### src/rtl/seq_pkg.sv
// Shared frame definitions for the sequence detector and its serializer feeder.
// Both blocks import FRAME_W from here so their frame alignment cannot drift apart.
package seq_pkg;

  localparam int FRAME_W = 4;
  localparam logic [FRAME_W-1:0] IDLE_WORD = {FRAME_W{1'b0}};

  typedef enum logic {
    IDLE_TX = 1'b0,
    DATA_TX = 1'b1
  } tx_state_e;

endpackage : seq_pkg

### src/rtl/seq_word_fifo.sv
// Small word FIFO feeding the serializer; pointers carry an extra wrap bit so
// full and empty are told apart without an occupancy counter.
module seq_word_fifo
  import seq_pkg::*;
#(
  parameter int DEPTH = 2,
  parameter int WIDTH = FRAME_W
) (
  input  logic             clk,
  input  logic             rst_n,
  input  logic             push,
  input  logic             pop,
  input  logic [WIDTH-1:0] wdata,
  output logic [WIDTH-1:0] rdata,
  output logic             full,
  output logic             empty
);

  localparam int AW = (DEPTH > 1) ? $clog2(DEPTH) : 1;

  logic [AW:0]      wptr_q, wptr_d;
  logic [AW:0]      rptr_q, rptr_d;
  logic [WIDTH-1:0] mem_q [DEPTH];
  logic             do_push;
  logic             do_pop;

  assign full    = (wptr_q[AW] != rptr_q[AW]) && (wptr_q[AW-1:0] == rptr_q[AW-1:0]);
  assign empty   = (wptr_q == rptr_q);
  assign do_push = push && !full;
  assign do_pop  = pop && !empty;
  assign rdata   = mem_q[rptr_q[AW-1:0]];

  always_comb begin
    wptr_d = wptr_q;
    rptr_d = rptr_q;
    if (do_push) wptr_d = wptr_q + (AW+1)'(1);
    if (do_pop)  rptr_d = rptr_q + (AW+1)'(1);
  end

  always_ff @(posedge clk or negedge rst_n) begin
    if (!rst_n) begin
      wptr_q <= '0;
      rptr_q <= '0;
    end else begin
      wptr_q <= wptr_d;
      rptr_q <= rptr_d;
    end
  end

  // NOTE: storage is deliberately not reset; the pointers alone decide which
  // entries are valid, so clearing the array would only add reset fan-out.
  always_ff @(posedge clk) begin
    if (do_push) mem_q[wptr_q[AW-1:0]] <= wdata;
  end

endmodule : seq_word_fifo

### src/rtl/seq_frame_serializer.sv
// Serializes queued 4-bit words MSB-first into a never-stalling bit stream whose
// frame boundaries stay locked to reset release; idle frames fill the gaps.
module seq_frame_serializer #(
  parameter int                            FRAME_W   = seq_pkg::FRAME_W,
  parameter int                            DEPTH     = 2,
  parameter logic [seq_pkg::FRAME_W-1:0]   IDLE_WORD = seq_pkg::IDLE_WORD
) (
  input  logic               clk,
  input  logic               rst_n,
  input  logic [FRAME_W-1:0] din,
  input  logic               din_valid,
  output logic               din_ready,
  output logic               out,
  output logic               frame_start,
  output logic               frame_is_data,
  output logic [7:0]         frames_sent
);

  import seq_pkg::*;

  localparam int                BCNT_W    = (FRAME_W > 1) ? $clog2(FRAME_W) : 1;
  localparam logic [BCNT_W-1:0] BCNT_LAST = BCNT_W'(FRAME_W - 1);

  logic               fifo_full;
  logic               fifo_empty;
  logic [FRAME_W-1:0] fifo_rdata;
  logic               push;
  logic               pop;
  logic               boundary;

  logic [FRAME_W-1:0] sh_q, sh_d;
  logic [BCNT_W-1:0]  bcnt_q, bcnt_d;
  logic [7:0]         frames_sent_q, frames_sent_d;
  tx_state_e          state_q, state_d;

  // A word pushed on a boundary edge is not yet visible to the pop decision,
  // because pop looks only at the registered empty flag.
  assign boundary = (bcnt_q == BCNT_LAST);
  assign push     = din_valid && !fifo_full;
  assign pop      = boundary && !fifo_empty;

  seq_word_fifo #(
    .DEPTH (DEPTH),
    .WIDTH (FRAME_W)
  ) u_fifo (
    .clk   (clk),
    .rst_n (rst_n),
    .push  (push),
    .pop   (pop),
    .wdata (din),
    .rdata (fifo_rdata),
    .full  (fifo_full),
    .empty (fifo_empty)
  );

  // NOTE: sequential state uses non-blocking assignments only, so every flop
  // samples the pre-edge values regardless of process ordering.
  always_ff @(posedge clk or negedge rst_n) begin
    if (!rst_n) state_q <= IDLE_TX;
    else        state_q <= state_d;
  end

  // NOTE: each combinational output gets a default first, so no path can
  // leave it unassigned and infer a latch.
  always_comb begin
    state_d = state_q;
    if (boundary) state_d = fifo_empty ? IDLE_TX : DATA_TX;
  end

  always_comb begin
    frame_is_data = (state_q == DATA_TX);
    din_ready     = !fifo_full;
    out           = sh_q[FRAME_W-1];
    frame_start   = (bcnt_q == '0);
    frames_sent   = frames_sent_q;
  end

  always_comb begin
    sh_d          = sh_q << 1;
    bcnt_d        = bcnt_q + BCNT_W'(1);
    frames_sent_d = frames_sent_q;
    if (boundary) begin
      bcnt_d = '0;
      sh_d   = pop ? fifo_rdata : IDLE_WORD;
      if (pop) frames_sent_d = frames_sent_q + 8'd1;
    end
  end

  always_ff @(posedge clk or negedge rst_n) begin
    if (!rst_n) begin
      sh_q          <= IDLE_WORD;
      bcnt_q        <= '0;
      frames_sent_q <= '0;
    end else begin
      sh_q          <= sh_d;
      bcnt_q        <= bcnt_d;
      frames_sent_q <= frames_sent_d;
    end
  end

endmodule : seq_frame_serializer

### config.mk
export PLATFORM = sky130hd
export DESIGN_NAME = seq_frame_serializer
export DESIGN_NICKNAME = d
export VERILOG_FILES = /design/src/rtl/seq_pkg.sv /design/src/rtl/seq_word_fifo.sv /design/src/rtl/seq_frame_serializer.sv
export SDC_FILE = /design/constraint.sdc
export NUM_CORES = 1
export LEC_CHECK = 0
export CAP_MARGIN = 30
export CELL_PAD_IN_SITES_DETAIL_PLACEMENT = 1
export CELL_PAD_IN_SITES_GLOBAL_PLACEMENT = 1
export CORE_AREA = 2 2 57 59
export DETAILED_ROUTE_END_ITERATION = 16
export DIE_AREA = 0 0 59 61
export PLACE_DENSITY_LB_ADDON = 0.12
export SLEW_MARGIN = 20
export SYNTH_ARGS = -nofsm -noshare
export SYNTH_HDL_FRONTEND = slang
export SYNTH_SLANG_ARGS = --single-unit
### constraint.sdc
create_clock -name clk -period 2 [get_ports clk]
set_input_delay 0.4 -clock clk [delete_from_list [all_inputs] [get_ports clk]]
set_output_delay 0.4 -clock clk [all_outputs]
set_load 0.005 [all_outputs]
======== Yosys cells after proc, flatten, opt, wreduce, memory -nomap -nowiden ========
Memory sizes are Yosys's and may differ from the RTL's.
Cells that the tools add are included.
word-level totals
  register bits ........................... 19
  RAM bits ................................ 8
  input bits .............................. 7
  memories ................................ 1
operators by class
  add/subtract/negate cells ............... 4
  equality and inequality tests ........... 4
  multiplexer cells ....................... 6
  reduce and logical (&&, ||, !) cells .... 9
memory list
  name          words  bits a word  rd ports  clocked after memory_dff  wr ports  RTL line             text
  u_fifo.mem_q  2      4            1         0                         1         seq_word_fifo.sv:23  logic [WIDTH-1:0] mem_q [DEPTH];
operator list
  cell                                          count
  adder 8 x 1 -> 8 bit (second input constant)  1
  2-to-1 mux 4 bit                              2
  adder 2 x 1 -> 2 bit (second input constant)  3
  logical AND 1 bit                             5
  2-to-1 mux 1 bit                              3
  equality test 2 bit                           1
  equality test 2 bit (second input constant)   1
  logical NOT 1 bit                             2
  logical NOT 2 bit                             1
  2-to-1 mux 2 bit                              1
  AND reduction 2 bit                           1
  equality test 1 bit                           1
  != test 1 bit                                 1

======== Longest topological paths before layout ========
Gate-level depths: netlist of run 1.
  word-level depth ........................ 7
  depth in mapped cells ................... 4

======== Cells and area by module ========
Synthesis of run 1 repeated with hierarchy kept, for this count alone.
unflattened totals
  cells, all modules ...................... 89
  area, all modules ....................... 1174.9 um^2
modules (own cells, without submodules)
  module                instances  cells an instance  area an instance (um^2)
  seq_frame_serializer  1          47                 628.1
  seq_word_fifo         1          42                 546.8

======== Worst setup path before layout of run 1 ========
Ideal clock, no wire load.
  kind .................................... flip-flop to flip-flop
  start ................................... register u_fifo.rptr_q[0]
  end ..................................... memory u_fifo.mem_q[0][0] (netlist name) (enable)
  library setup time ...................... 329 ps
  arrival ................................. 1150 ps
  setup slack ............................. 520 ps
  stages on the path, launching flop included .. 5
  path buffers ............................ 1
  period minus slack after synthesis ...... 1480 ps
  cells stage by stage .................... dfrtp_1 > buf_4 > xor2_1 > o21ai_1 > nor2_1
on the way
  cells in the longest elaborated chain, start to end .. 7
RTL lines
  item                                        RTL line                                         text
  start, declared                             seq_word_fifo.sv:22                              logic [AW:0] rptr_q, rptr_d;
  start signal, assigned                      seq_word_fifo.sv:46                              rptr_q <= rptr_d;
  equality test 1 bit (*)                     seq_word_fifo.sv:27                              assign full = (wptr_q[AW] != rptr_q[AW]) && (wptr_q[AW-1:0] == rptr_q[AW-1:0]);
  logical AND 1 bit (*)                       seq_word_fifo.sv:27
  logical NOT 1 bit (*)                       seq_word_fifo.sv:29, seq_frame_serializer.sv:39
  logical AND 1 bit                           seq_frame_serializer.sv:39                       assign push = din_valid && !fifo_full;
  logical AND 1 bit (*)                       seq_word_fifo.sv:29                              assign do_push = push && !full;
  2-to-1 mux 1 bit (*)                        seq_word_fifo.sv:53                              if (do_push) mem_q[wptr_q[AW-1:0]] <= wdata;
  2-to-1 mux 1 bit (implied by the code) (*)  seq_word_fifo.sv:53
  end, declared                               seq_word_fifo.sv:23
Mark *: on every way between the ends. The rest lies on a longest branch, timed or not.

======== Final worst setup path of run 1 ========
  start ................................... register bcnt_q[0]
  end ..................................... output port frame_start
on the way
  cells in the longest elaborated chain, start to end .. 1
RTL lines
  item                    RTL line                    text
  start, declared         seq_frame_serializer.sv:32  logic [BCNT_W-1:0] bcnt_q, bcnt_d;
  start signal, assigned  seq_frame_serializer.sv:96  bcnt_q <= bcnt_d;
  logical NOT 2 bit       seq_frame_serializer.sv:74  frame_start = (bcnt_q == '0);
  end, declared           seq_frame_serializer.sv:14  output logic frame_start,
Every way passes these cells.

==> metrics, run 1 <==
outcome finished clean; RSZ-0062 raised after global routing false; synth unique cells 24; CTS root buffer clkbuf_4; Final ANT Viol Nets 0; leak pwr between 0.6 and 0.7 nW; total congestion overflow 0; Chip Height 61 µm; DRT Pass-1 Iters 2; via count 743; sequential-to-total area share from yosys stat 60.5%; FF-to-FF setup slack 220 ps; Max Clock Freq 538 MHz; CP max FO 4; final setup violation count 0; Slew headroom 68.7%; cts hold-fix bufs 0; layout cells sized above 1 18.1%; largest net degree at the start of global routing 20; Final HPWL DP around 1.5 mm; H-tree Lvls 1; Final Skew 1.94 ps; post-layout min period roughly 1900 ps; Vias/cell around 5.0; reg2reg path depth 4; layout filler cell count 317; dpl cells 140; Synth Net Count 100; vias in the first global route 801; Crit path largest cell delay about 500 ps; IR Drop Worst-Case VDD between 800 and 900 µV; Design Power 2.00 mW; DRC Markers 0; site row count 20; CTS tree done; CTS sink count 27; Max-Cap Viols 0; WL final 2.07 mm; Critical path origin bcnt_q[0]$_DFF_PN0_; Chip Width 59 µm; core area 2950 µm²; Initial DRC Count 11; RR Endpoint u_fifo.mem_q[0][2]$_DFFE_PP_; Slew @ Worst Pin roughly 470 ps; Routed WL per cell 13.9 µm; Pwr Density 1340 nW/µm²; routing usage on met1 17.2%; Crit-path slowest cell clkdlybuf4s50_1; FF-to-FF Start u_fifo.wptr_q[1]$_DFFE_PN0N_; PortBufs 18; Cells after Synth 89; I/O Pins 19; prevailing post-synth register cell dfrtp_1; CTS Buf Count 3; critical path arrival approximately 1500 ps; Yosys reg bits 27; global routing's busiest layer met2; Clk Latency, worst-skew pair 320 ps; Worst Path Buf+Inv 2; Cell Area, Synth 1180 µm²; Worst path top cell family by delay buffers and inverters; met2 usage in global routing 24.0%; Setup TNS 0 ps; Critical Path Stages 3; async set-reset flop share out of synthesis approximately 70%; CP Cell Sequence inv_1 -> ha_1 -> clkdlybuf4s50_1; first-pass GRT wire length 3.66 mm; initial core utilization 40.0%; CP Launch Type flop; full die area roughly 3600 µm²; leading cell type in the layout, fill and taps excluded clkdlybuf4s50_1; Critical Path End frame_start; GRT Util Overall 13.8%; fin crit share between 90% and 100%; top cell type's share of synthesized area 40.2%; CP Capture Type output pin; total number of yosys warnings 0; CP Class reg2out; HP Class in2async; initial antenna violation count 0; fin nets 128; largest cells by area after synthesis dfrtp_1 40%, edfxtp_1 20%, xor2_1 5.2%; Critical Path RT 1600 ps; Syn Area/Cell 13.3 µm²; Cell Count, Final, Fillers Out 149; CTS max path bufs 2; final RePlAce weighted congestion ~0.72; most frequent cells in the layout 17 x clkdlybuf4s50_1, 15 x dfrtp_1, 8 x inv_1, 8 x edfxtp_1, 7 x buf_4; diode count 0; Post-synth EDFFs 8; post-synth top area cell dfrtp_1; Reg clk slew, reported paths roughly 150 ps; final hold vios 0; Max Slew Vio Count 0; Layout Area Growth over Synthesis 25.9%; met3 Track Usage GR ~1.9%
[what timing repair did]
action,CTS,global route
setup endpoints to repair,1,1
setup buffers,2,3
gates resized for setup,4,2
[per-layer routing]
layer	part of all wire, %	wire (µm)
met5	0	0
met4	1.4	29
met3	3.5	73
met2	50	1040
met1	45	931
[synth_stat cells, drive strengths merged (4+ instances only)]
master / n
ha: 4
o21ai: 5
inv: 8
mux2i: 5
edfxtp: 8
nand2: 4
xor2: 7
dfrtp: 19
xnor2: 7
[metrics by stage]
stage	worst slack, ps	hold slack, ps	area, µm²	utilization (%)
after floorplan	520	104	1180	-
after global placement	316	457	1410	47.6
after detailed placement	279	462	1410	47.6
after CTS	0.849	398	1460	49.5
after global routing	31.2	392	1490	50.4
final	143	393	1490	50.4
[cell type report]
class / count / area, µm² / area share [%]
clock buffers: 3 / 22.5 / 1.51
clock inverters: 1 / 7.51 / 0.504
inverters: 8 / 30.0 / 2.02
multi-input cells: 52 / 432 / 29.0
flip-flops and latches: 27 / 721 / 48.4
well taps: 33 / 41.3 / 2.77
repair buffers: 25 / 235 / 15.8
[sequential cells by signal, indices dropped and copies added, names as in the netlist]
signal	cells
u_fifo.rptr_q	2
bcnt_q	2
u_fifo.wptr_q	2
sh_q	4
frames_sent	8
frame_is_data	1
u_fifo.mem_q	8
[worst reg2reg max path, stage by stage, from the launching register on]
cell     delay, ps
dfrtp_2        460
buf_4          160
xnor2_2        410
o21ai_1        160
nor2_1         300
[logic make-up after synthesis]
family | synth area share, %
compound gates | 9.52
xor+xnor | 11.6
fa+ha+maj | 4.23
buf+inv | 3.60
flops | 60.5
mux | 5.19
simple gates | 5.29
[where the power goes]
group	switching [mW]	total [mW]	internal (mW)	leakage (nW)
Clock	0.166	0.243	0.0765	0.0139
Combinational	0.404	0.848	0.443	0.315
Sequential	0.145	0.905	0.760	0.305
[worst min path at each step]
stage / startpoint / end / slack, ps / cells after the start
floorplan: rst_n / bcnt_q[0]$_DFF_PN0_ / 100 / 0
global placement: frames_sent[7]$_DFFE_PN0P_ / frames_sent[7]$_DFFE_PN0P_ / 460 / 1
detailed placement: frames_sent[7]$_DFFE_PN0P_ / frames_sent[7]$_DFFE_PN0P_ / 460 / 1
CTS: rst_n / frames_sent[5]$_DFFE_PN0P_ / 400 / 2
global route: rst_n / frames_sent[7]$_DFFE_PN0P_ / 390 / 2
finish: rst_n / frames_sent[5]$_DFFE_PN0P_ / 390 / 2
Note: power is estimated with default switching activity, not from simulation.
==> inputs of run 2 (changes only) <==
--- a/config.mk
+++ b/config.mk
@@ -9,6 +9,7 @@
 export CELL_PAD_IN_SITES_DETAIL_PLACEMENT = 1
 export CELL_PAD_IN_SITES_GLOBAL_PLACEMENT = 1
 export CORE_AREA = 2 2 57 59
+export CTS_BUF_LIST = sky130_fd_sc_hd__clkbuf_8 sky130_fd_sc_hd__clkbuf_16
 export DETAILED_ROUTE_END_ITERATION = 16
 export DIE_AREA = 0 0 59 61
 export PLACE_DENSITY_LB_ADDON = 0.12
==> run 2 against run 1 <==
Effect of this change:
- non-clock buffer count down 5
- critical endpoint is now din_ready
- clock power grew 32%
- critical path depth did not move
- register-to-register slack better by 100 ps
- worst setup slack worse by 72 ps
- core utilization decreased by 0.81 points
==> metrics, run 2 (synthesis results as in run 1) <==
outcome finished clean; Crit path largest cell delay 490 ps (about the same); Switch Pwr 0.703 mW (-1.8%); full die area 3600 µm² (unchanged); fin crit share 96.5% (+3.6 points); Layout Area Growth over Synthesis 23.9%; Final ANT Viol Nets 0 (unchanged); first-pass GRT wire length 3.57 mm (-2.4%); CTS Buf Count 3 (unchanged); diode count 0 (unchanged); Vias/cell 4.99 (+0.13%); Max Slew Vio Count 0 (unchanged); layout filler cell count 316 (-0.32%); placed cell areas 1410 µm² (unchanged); final RePlAce weighted congestion 0.720 (unchanged); Chip Width 59 µm (unchanged); post-layout min period 1930 ps (+72.4 ps); initial core utilization 40.0% (unchanged); CP Class reg2out; clock share of power 16.1% (+3.9 points); CP Cell Sequence xor2_2 -> nand2_1 -> clkdlybuf4s50_1; RSZ-0062 raised after global routing false; site row count 20 (unchanged); vias in the first global route 771 (-3.7%); P_int 1.28 mW (+0.29%); GRT Util Overall 13.9% (+0.18 points); Final HPWL DP 1.49 mm (unchanged); Crit-path slowest cell clkdlybuf4s50_1; FF-to-FF setup slack 320 ps (+100 ps); Clk Latency, worst-skew pair 280 ps (-40 ps); Critical Path RT 1600 ps (about the same); Design Power 1.99 mW (-0.44%); part of the power in combinational logic 35.7% (-6.8 points); layout cells sized above 1 12.6% (-5.5 points); H-tree Lvls 1 (unchanged); Core Util, Final 49.6% (-0.81 points); Final Skew 1.43 ps (-0.510 ps); CP Launch Type flop; Pwr Density 1360 nW/µm² (+1.2%); Slew headroom 66.3% (-2.4 points); I/O Pins 19 (unchanged); Initial DRC Count 10 (-1); CTS max path bufs 2 (unchanged); Setup TNS 0 ps (unchanged); CP Capture Type output pin; Reg clk slew, reported paths 90 ps (-60 ps); core area 2950 µm² (unchanged); total congestion overflow 0 (unchanged); Max Clock Freq 518 MHz (-3.8%); critical path arrival 1530 ps (+70 ps); Slew @ Worst Pin 501 ps (+33.5 ps); cts hold-fix bufs 0 (unchanged); switching share of power 35.4% (-0.48 points); DRC Markers 0 (unchanged); CTS sink count 27 (unchanged); Final Cell Area 1470 µm² (-1.6%); Max-Cap Viols 0 (unchanged); most frequent cells in the layout 18 x clkdlybuf4s50_1, 17 x dfrtp_1, 8 x inv_1, 8 x edfxtp_1, 6 x xor2_1; CTS root buffer clkbuf_8; initial antenna violation count 0 (unchanged); IR Drop Worst-Case VDD 622 µV (-26%); largest net degree at the start of global routing 20 (unchanged); final setup violation count 0 (unchanged); PortBufs 18 (unchanged); fin nets 123 (-3.9%); Flop pwr share 48.1% (+2.8 points); CTS tree done; Post-CTS Setup Bufs 0 (-2); WL final 2.03 mm (-2.0%); HP Class in2async; leading cell type in the layout, fill and taps excluded clkdlybuf4s50_1; via count 719 (-3.2%); DRT Pass-1 Iters 4 (+2); Chip Height 61 µm (unchanged); leak pwr 0.615 nW (-2.9%); final hold vios 0 (unchanged); Routed WL per cell 14.1 µm (+1.4%); CP max FO 4 (unchanged)
-- run 2: layer usage --
metal / part of all wire (%) / vias to the layer above / GRT usage, %
li1: - / 349 / -
met1: 46 / 350 / 17.6
met2: 48 / 16 / 22.2
met3: 4.2 / 4 / 3.84
met4: 1.7 / 0 / 6.82
met5: 0 / - / 0
-- run 2: cell type report --
cell class | count | area (µm²) | share of cell area, %
flip-flops and latches | 27 | 718 | 49.0
well taps | 33 | 41.3 | 2.82
repair buffers | 20 | 195 | 13.3
clock buffers | 3 | 41.3 | 2.82
inverters | 8 | 30.0 | 2.05
clock inverters | 1 | 7.51 | 0.512
multi-input cells | 52 | 432 | 29.5
-- run 2: path summary, 6_finish.rpt --
check	start	end	cells after the start
setup / recovery	u_fifo.wptr_q[1]$_DFFE_PN0N_	din_ready	3
setup reg to reg	u_fifo.wptr_q[1]$_DFFE_PN0N_	u_fifo.mem_q[0][2]$_DFFE_PP_	3
hold / removal	rst_n	frames_sent[5]$_DFFE_PN0P_	2
max in group asynchronous	rst_n	u_fifo.wptr_q[1]$_DFFE_PN0N_	2
hold reg to reg	frames_sent[7]$_DFFE_PN0P_	frames_sent[7]$_DFFE_PN0P_	1
min in group clk	frames_sent[7]$_DFFE_PN0P_	frames_sent[7]$_DFFE_PN0P_	1
-- run 2: timing repair --
item | 4_1_cts | 5_1_grt
setup endpoints to repair | 1 | 1
hold endpoints to repair | 0 | 0
resized for setup | 2 | 1
-- run 2: metrics by stage --
step	setup slack, ps	cells	hold WS [ps]
after floorplan	520	89	104
after global placement	316	140	457
after CTS	20.4	144	462
after global routing	13.0	144	462
after detailed placement	279	140	462
final	70.4	144	456
-- run 2: power by group through the flow --
stage | Clock [mW] | Combinational (mW) | Sequential [mW]
after floorplan | 0 | 0.478 | 0.880
after global placement | 0 | 0.700 | 0.946
after detailed placement | 0 | 0.711 | 0.962
after CTS | 0.341 | 0.721 | 0.958
after global routing | 0.354 | 0.783 | 0.994
final | 0.320 | 0.710 | 0.956
-- run 2: critical path, delay by kind of cell, from the launching register on --
family,cells,cell delay [ps]
buffers and inverters,1,490
and+or+nand+nor,1,90
xor gates and xnor gates,1,200
DFF,1,470
